### config.mk
export PLATFORM = sky130hd
export DESIGN_NAME = axis_rr_arbiter
export DESIGN_NICKNAME = d
export VERILOG_FILES = /design/src/rtl/axis_rr_arbiter.sv
export SDC_FILE = /design/constraint.sdc
export NUM_CORES = 1
export LEC_CHECK = 0
export CORE_MARGIN = 2
export CORE_UTILIZATION = 36
export DETAILED_ROUTE_END_ITERATION = 7
export GPL_ROUTABILITY_DRIVEN = 0
export PLACE_DENSITY = 0.82
export SYNTH_ARGS = -nofsm -noshare
export SYNTH_HDL_FRONTEND = slang
export SYNTH_SLANG_ARGS = --single-unit
### constraint.sdc
create_clock -name axis_aclk -period 2 [get_ports axis_aclk]
set_input_delay 0.3 -clock axis_aclk [delete_from_list [all_inputs] [get_ports axis_aclk]]
set_output_delay 0.3 -clock axis_aclk [all_outputs]
set_load 0.05 [all_outputs]
### src/rtl/axis_rr_arbiter.sv
// axis_rr_arbiter
// Merges NUM_PORTS AXI-Stream slave inputs onto one registered master output.
// A grant is taken in IDLE, held in BUSY for a whole packet (or a single beat
// when LOCK_PACKET is 0), and the source index travels with each beat on
// m_axis_tid. Arbitration is round-robin (ARB_MODE 0) or fixed priority with
// the lowest index winning (ARB_MODE 1).
module axis_rr_arbiter #(
    parameter int NUM_PORTS   = 4,
    parameter int DATA_WIDTH  = 32,
    parameter int ARB_MODE    = 0,
    parameter int LOCK_PACKET = 1,
    localparam int IDW        = (NUM_PORTS > 1) ? $clog2(NUM_PORTS) : 1
) (
    input  logic                            axis_aclk,
    input  logic                            axis_areset,
    input  logic [NUM_PORTS*DATA_WIDTH-1:0] s_axis_tdata,
    input  logic [NUM_PORTS-1:0]            s_axis_tvalid,
    output logic [NUM_PORTS-1:0]            s_axis_tready,
    input  logic [NUM_PORTS-1:0]            s_axis_tlast,
    output logic [DATA_WIDTH-1:0]           m_axis_tdata,
    output logic                            m_axis_tvalid,
    input  logic                            m_axis_tready,
    output logic                            m_axis_tlast,
    output logic [IDW-1:0]                  m_axis_tid,
    output logic                            busy
);

    // Grant FSM encoding
    localparam logic [0:0] ST_IDLE = 1'b0;
    localparam logic [0:0] ST_BUSY = 1'b1;

    // After reset the pointer sits on the last port so port 0 is searched first
    localparam logic [IDW-1:0] LAST_PORT = IDW'(NUM_PORTS - 1);

    // Grant state
    logic [0:0]            state_q;
    logic [0:0]            state_d;
    logic [IDW-1:0]        grant_q;
    logic [IDW-1:0]        grant_d;
    logic [IDW-1:0]        last_grant_q;
    logic [IDW-1:0]        last_grant_d;

    // Output register
    logic                  m_tvalid_q;
    logic                  m_tvalid_d;
    logic                  m_tlast_q;
    logic                  m_tlast_d;
    logic [DATA_WIDTH-1:0] m_tdata_q;
    logic [DATA_WIDTH-1:0] m_tdata_d;
    logic [IDW-1:0]        m_tid_q;
    logic [IDW-1:0]        m_tid_d;

    // Arbitration search results
    logic                  hi_found_s;
    logic                  lo_found_s;
    logic [IDW-1:0]        hi_idx_s;
    logic [IDW-1:0]        lo_idx_s;
    logic [IDW-1:0]        win_idx_s;
    logic                  any_req_s;

    // Granted-port view and handshake terms
    logic                  sel_valid_s;
    logic                  sel_tlast_s;
    logic [DATA_WIDTH-1:0] sel_data_s;
    logic                  busy_s;
    logic                  out_free_s;
    logic                  accept_s;
    logic                  pkt_end_s;
    logic [NUM_PORTS-1:0]  ready_s;

    // Request search: hi pass covers ports above last_grant, lo pass covers all
    // ports, so "hi if found else lo" is the wrapped round-robin search and
    // "lo" alone is the fixed-priority search.
    always_comb begin
        hi_found_s = 1'b0;
        lo_found_s = 1'b0;
        hi_idx_s   = '0;
        lo_idx_s   = '0;
        for (int i = 0; i < NUM_PORTS; i++) begin
            hi_idx_s   = (s_axis_tvalid[i] && !hi_found_s && (i > int'(last_grant_q)))
                         ? IDW'(i) : hi_idx_s;
            hi_found_s = hi_found_s | (s_axis_tvalid[i] & (i > int'(last_grant_q)));
            lo_idx_s   = (s_axis_tvalid[i] && !lo_found_s) ? IDW'(i) : lo_idx_s;
            lo_found_s = lo_found_s | s_axis_tvalid[i];
        end
    end

    assign any_req_s = lo_found_s;
    assign win_idx_s = ((ARB_MODE == 0) && hi_found_s) ? hi_idx_s : lo_idx_s;

    // Granted-port mux built as an AND-OR tree over a one-hot compare
    always_comb begin
        sel_valid_s = 1'b0;
        sel_tlast_s = 1'b0;
        sel_data_s  = '0;
        for (int i = 0; i < NUM_PORTS; i++) begin
            sel_valid_s = sel_valid_s | ((grant_q == IDW'(i)) & s_axis_tvalid[i]);
            sel_tlast_s = sel_tlast_s | ((grant_q == IDW'(i)) & s_axis_tlast[i]);
            sel_data_s  = sel_data_s
                        | ({DATA_WIDTH{grant_q == IDW'(i)}} & s_axis_tdata[i*DATA_WIDTH +: DATA_WIDTH]);
        end
    end

    // Ready depends only on grant state and output-register space, never on tvalid
    assign busy_s     = (state_q == ST_BUSY);
    assign out_free_s = ~m_tvalid_q | m_axis_tready;

    // One-hot ready toward the granted port only
    always_comb begin
        ready_s = '0;
        for (int i = 0; i < NUM_PORTS; i++) begin
            ready_s[i] = busy_s & out_free_s & (grant_q == IDW'(i));
        end
    end

    assign accept_s  = sel_valid_s & busy_s & out_free_s;
    assign pkt_end_s = accept_s & (sel_tlast_s | (LOCK_PACKET == 0));

    // Grant FSM next state: arbitrate in IDLE, release at the end of the packet
    always_comb begin
        state_d      = state_q;
        grant_d      = grant_q;
        last_grant_d = last_grant_q;
        case (state_q)
            ST_IDLE: begin
                if (any_req_s) begin
                    state_d      = ST_BUSY;
                    grant_d      = win_idx_s;
                    last_grant_d = win_idx_s;
                end else begin
                    state_d      = ST_IDLE;
                end
            end
            ST_BUSY: begin
                if (pkt_end_s) begin
                    state_d = ST_IDLE;
                end else begin
                    state_d = ST_BUSY;
                end
            end
            default: begin
                state_d = ST_IDLE;
            end
        endcase
    end

    // Grant FSM registers
    always_ff @(posedge axis_aclk or posedge axis_areset) begin
        if (axis_areset) begin
            state_q      <= ST_IDLE;
            grant_q      <= '0;
            last_grant_q <= LAST_PORT;
        end else begin
            state_q      <= state_d;
            grant_q      <= grant_d;
            last_grant_q <= last_grant_d;
        end
    end

    // Output register next state: load on acceptance, drain when taken downstream
    always_comb begin
        m_tvalid_d = m_tvalid_q;
        m_tlast_d  = m_tlast_q;
        m_tdata_d  = m_tdata_q;
        m_tid_d    = m_tid_q;
        if (accept_s) begin
            m_tvalid_d = 1'b1;
            m_tlast_d  = sel_tlast_s;
            m_tdata_d  = sel_data_s;
            m_tid_d    = grant_q;
        end else if (m_axis_tready) begin
            m_tvalid_d = 1'b0;
        end else begin
            m_tvalid_d = m_tvalid_q;
        end
    end

    // Output registers; reset drops any in-flight beat
    always_ff @(posedge axis_aclk or posedge axis_areset) begin
        if (axis_areset) begin
            m_tvalid_q <= 1'b0;
            m_tlast_q  <= 1'b0;
            m_tdata_q  <= '0;
            m_tid_q    <= '0;
        end else begin
            m_tvalid_q <= m_tvalid_d;
            m_tlast_q  <= m_tlast_d;
            m_tdata_q  <= m_tdata_d;
            m_tid_q    <= m_tid_d;
        end
    end

    assign s_axis_tready = ready_s;
    assign m_axis_tvalid = m_tvalid_q;
    assign m_axis_tlast  = m_tlast_q;
    assign m_axis_tdata  = m_tdata_q;
    assign m_axis_tid    = m_tid_q;
    assign busy          = busy_s;

endmodule

## After elaboration in Yosys (flattened, before gate mapping)

Index checks and enable logic that the tools add are counted.
Widths: inputs -> output; s select.

| word-level totals | value |
|---|---|
| output and inout port bits | 41 |
| bits in registers | 41 |
| input port bits | 139 |

| operators by class | value |
|---|---|
| equal/unequal tests | 3 |
| muxes and demuxes | 12 |
| magnitude comparators | 3 |
| bitwise operators | 40 |
| reduce and logical (&&, ||, !) cells | 16 |

Operators with widths:

| kind | number |
|---|---|
| $and 32x32->32 | 4 |
| $or 32x32->32 | 3 |
| $and 1x1->1 | 19 |
| $or 1x1->1 | 12 |
| $mux 2 | 5 |
| $logic_and 1x1->1 | 8 |
| $mux 1 | 6 |
| $logic_not 1->1 | 5 |
| $eq 2x2->1 const B | 2 |
| $gt 2x2->1 const A | 2 |
| $eq 2x1->1 const B | 1 |
| $gt 1x2->1 const A | 1 |
| $logic_not 2->1 | 1 |
| $not 1->1 | 2 |
| $pmux 1 s2 | 1 |
| $reduce_and 2->1 | 1 |
| $reduce_bool 2->1 | 1 |

## Logic depth before layout (Yosys ltp)

Gate-level depths: netlist (run 1).

| logic depth | value |
|---|---|
| depth in word-level cells | 10 |
| depth in mapped cells | 5 |
| depth with buffers taken out | 4 |

## Worst setup path before layout (run 1)

OpenSTA, ideal clock, no wires.

| timing path | value |
|---|---|
| path type | reg-to-output |
| start point | register grant_q[1] |
| end point | output s_axis_tready[2] |
| slack | -0.427 ns |
| cell stages (with the launch flop) | 5 |
| arrival time | 2.127 ns |
| path through | dfrtp_1 -> buf_2 -> buf_1 -> inv_1 -> nor3_1 |

| between the ends | value |
|---|---|
| longest elaborated chain between the ends | 2 |

Ends and longest elaborated chain:

| what | line | RTL |
|---|---|---|
| start, declared | 38 | `logic [IDW-1:0] grant_q;` |
| start signal, assigned | 155 | `grant_q <= grant_d;` |
| $eq 2x2->1 | 112 | `ready_s[i] = busy_s & out_free_s & (grant_q == IDW'(i));` |
| $and 1x1->1 | 112 |  |
| end, declared | 18 | `output logic [NUM_PORTS-1:0] s_axis_tready,` |

No other way between the ends.

## Final worst setup path (run 1)

| timing path | value |
|---|---|
| start point | register grant_q[0] |
| end point | output s_axis_tready[1] |

| between the ends | value |
|---|---|
| longest elaborated chain between the ends | 2 |

Ends and longest elaborated chain:

| what | line |
|---|---|
| $eq 2x1->1 | 112 |
| $and 1x1->1 | 112 |

No other way between the ends.

==> flow_metrics.tcl, run 1 <==
set metrics [dict create \
    report.final.hold_viol_count 0 \
    hold_path.class "in -> async" \
    postCtsSetupBuffers 0 \
    sequential_cell_area_um2 1030 \
    mostFrequentLayoutCells "sky130_fd_sc_hd__clkdlybuf4s50_1, sky130_fd_sc_hd__dfrtp_1, sky130_fd_sc_hd__mux4_2" \
    nFillCells 528 \
    maximum_number_of_pins_on_one_net_before_global_route_repair 39 \
    worst_slew_pin_slew_ns 0.535 \
    rsz0062_at_grt "no" \
    routed_wire_length_per_instance_um 17.2 \
    placement.cell_area_um2 4610 \
    synthesized_flop_and_latch_total 41 \
    timing.rr.end "m_axis_tdata[31]" \
    final_design_area_no_fill_um2 4720 \
    combinationalPowerShare 0.701 \
    drc 0 \
    critical_path_class "reg -> out" \
    vias 2230 \
    post-route-min-period_ns 1.83 \
    final_core_utilization 0.688 \
    layout.cells.most_common "sky130_fd_sc_hd__clkdlybuf4s50_1" \
    number_of_antenna_violations_at_the_first_check_in_global_routing 0 \
    synthesis.area_per_instance_um2 16.2 \
    detailedRoute.firstIterationViolations 45 \
    multi_input_area_um2 1450 \
    clock_insertion_delay_worst_skew_ns 0.29 \
    cts_inserted_buffers 5 \
    netlist_instances 159 \
    r2r_setup_slack_ns 0.24 \
    drtAntennaViolNets 0 \
    grt_pass1_wl_um 11400 \
    max_freq_ghz 0.548 \
    met2_wirelength_um 4130 \
    synth_top_flop_cell "sky130_fd_sc_hd__dfrtp_1" \
    highest_layer "met4" \
    detailedRoute.firstPassIterationCount 4 \
    initial_utilization 0.375 \
    cts.htree.levels 2 \
    r2r_start "grant_q[1]" \
    setup_viol 0 \
    drt-vias-per-instance 5.03 \
    power_density_normalized_to_cell_area_nw_per_um2 1590 \
    cts.path.max_buffers 2 \
    synth_nets 298 \
    synth_warnings 0 \
    design.die.area_um2 7850 \
    cts.repair.resized 0 \
    switching_share 0.431 \
    num_antenna_cells 0 \
    slew_headroom 0.643 \
    cp.arrival_ns 1.53 \
    area_of_the_core_um2 6870 \
    total_leakage_power_uw 0.00191 \
    chipHeight_um 88.6 \
    cell_taking_the_most_area_after_synthesis "sky130_fd_sc_hd__dfrtp_1" \
    critPathRequiredTime_ns 1.70 \
    timing.final.crit_share 0.913 \
    worstPathMaxFanout 14 \
    synth-edff-count 0 \
    internal-power_uw 4280 \
    finalWirelength_um 7610 \
    power.clock.fraction 0.090 \
    drive_gt1_frac 0.288 \
    grtUsageTotal 0.196 \
    drv.max_cap_violation_count 0 \
    power.ir.vdd_worst_mv 0.752 \
    timing.final.max_slew_violations 0 \
    ys_seq_area_frac 0.399 \
    rr_worst_depth 4 \
    sum_of_met3_wire_segment_lengths_after_detailed_routing_um 707 \
    synth-async-reset-ratio 1.00 \
    layout-area-overhead-vs-synth_pct 83.5 \
    portBuffers 179 \
    dp_hpwl_um 6330 \
    status "complete, no violations" \
    count_of_hold_fix_buffers_inserted_at_cts 0 \
    clk_pin_slew_worst_paths_ns 0.08 \
    seq_power_share 0.209 \
    worst_setup_path_start_kind "flop" \
    clock_tree.root_cell "sky130_fd_sc_hd__clkbuf_8" \
    io_pins 180 \
    post_synth_num_cell_types 33 \
    final.setup.worst_slack_ns 0.174 \
    p_sw_uw 3250 \
    numClockSinks 41 \
    cts_tree "done" \
    netlist_top_cells_area "sky130_fd_sc_hd__dfrtp_1, sky130_fd_sc_hd__mux4_2, sky130_fd_sc_hd__mux2_4, sky130_fd_sc_hd__mux2_2, sky130_fd_sc_hd__dfstp_2" \
    timing.critical_path.to_type "primary output" \
    vias_in_the_first_global_route 2387 \
    overflow 0 \
    post_synthesis_instance_area_um2 2570 \
    fraction_of_synthesized_cell_area_taken_by_the_top_area_cell_type 0.379 \
    clock_skews_ns 0.00441 \
    die_width_um 88.6 \
    placementRows 30 \
    net_count_of_the_finished_layout 485 \
    place_worst_setup_slack_ns -0.0644 \
    drt-met1-wl_um 2660 \
]
through the flow:
| stage | hold slack (ns) | TNS (ns) | instances | power, uW |
|---|---|---|---|---|
| after floorplan | 0.477 | -0.0739 | 159 | 5230 |
| after global placement | 0.466 | -0.487 | 435 | 6830 |
| after detailed placement | 0.476 | -1.02 | 435 | 6920 |
| final | 0.346 | 0 | 443 | 7530 |
| after global routing | 0.387 | 0 | 443 | 7920 |
| after CTS | 0.357 | 0 | 443 | 7630 |
power groups by stage:
stage	Sequential (uW)	Combinational [uW]	Clock, uW
4_1_cts	1580	5350	699
3_5_place_dp	1580	5340	0
6_report	1570	5280	678
3_3_place_gp	1570	5250	0
2_1_floorplan	2850	2380	0
5_1_grt	1630	5540	747
logic make-up after synthesis:
family                 after synthesis  share of synthesized area
AOI/OAI and AO/OA                   14                     0.0364
DFF                                 41                      0.399
and+or+nand+nor                     20                     0.0418
muxes                               68                      0.482
buffers and inverters               16                     0.0403
cell type report:
cell class,instances,share of cell area
sequential,41,0.218
multi-input combinational,102,0.307
timing repair buffer,192,0.421
tap,96,0.0254
clock inverter,1,0.00636
inverter,4,0.00318
clock buffer,7,0.0183
critical path: stages, from the launching register on:
cell	delay [ns]
sky130_fd_sc_hd__dfrtp_2	0.41
sky130_fd_sc_hd__buf_4	0.30
sky130_fd_sc_hd__nand3_1	0.16
sky130_fd_sc_hd__nor2_1	0.20
sky130_fd_sc_hd__buf_12	0.17
layer usage:
| layer | vias to the layer above | track usage |
|---|---|---|
| met2 | 118 | 0.365 |
| met5 | - | 0 |
| li1 | 1006 | - |
| met4 | 0 | 0.0634 |
| met1 | 1097 | 0.213 |
| met3 | 9 | 0.0588 |
Yosys cell counts, types with 3 or more instances:
| library cell | number |
|---|---|
| sky130_fd_sc_hd__mux2_2 | 8 |
| sky130_fd_sc_hd__mux2_4 | 25 |
| sky130_fd_sc_hd__buf_2 | 4 |
| sky130_fd_sc_hd__o21ai_0 | 3 |
| sky130_fd_sc_hd__nor2_1 | 4 |
| sky130_fd_sc_hd__dfrtp_1 | 39 |
| sky130_fd_sc_hd__mux4_2 | 34 |
| sky130_fd_sc_hd__nand2_1 | 6 |
| sky130_fd_sc_hd__inv_1 | 4 |
state kept, by name, indices dropped and copies added, names as in the netlist:
name / cells
busy: 1
grant_q: 2
last_grant_q: 2
m_axis_tdata: 32
m_axis_tid: 2
m_axis_tlast: 1
m_axis_tvalid: 1
how the worst max path moves through the flow:
| stage | startpoint | to | slack, ns | cells after the start |
|---|---|---|---|---|
| floorplan | grant_q[1] | s_axis_tready[3] | -0.04 | 4 |
| finish | grant_q[0] | s_axis_tready[1] | 0.17 | 4 |
| detailed placement | s_axis_tvalid[3] | m_axis_tdata[31] | -0.06 | 5 |
| global route | grant_q[0] | s_axis_tready[1] | 0.06 | 4 |
| global placement | s_axis_tvalid[3] | m_axis_tdata[1] | -0.03 | 5 |
| CTS | grant_q[0] | s_axis_tready[1] | 0.14 | 4 |
Note: power is estimated with default switching activity, not from simulation.
==> run 2, diff against run 1 <==
Settings changed: CTS_CLUSTER_SIZE set to 24, SLEW_MARGIN set to 5.
==> results of run 2 <==
Same layout as run 1: the final DEF is identical, and so are final timing and power.
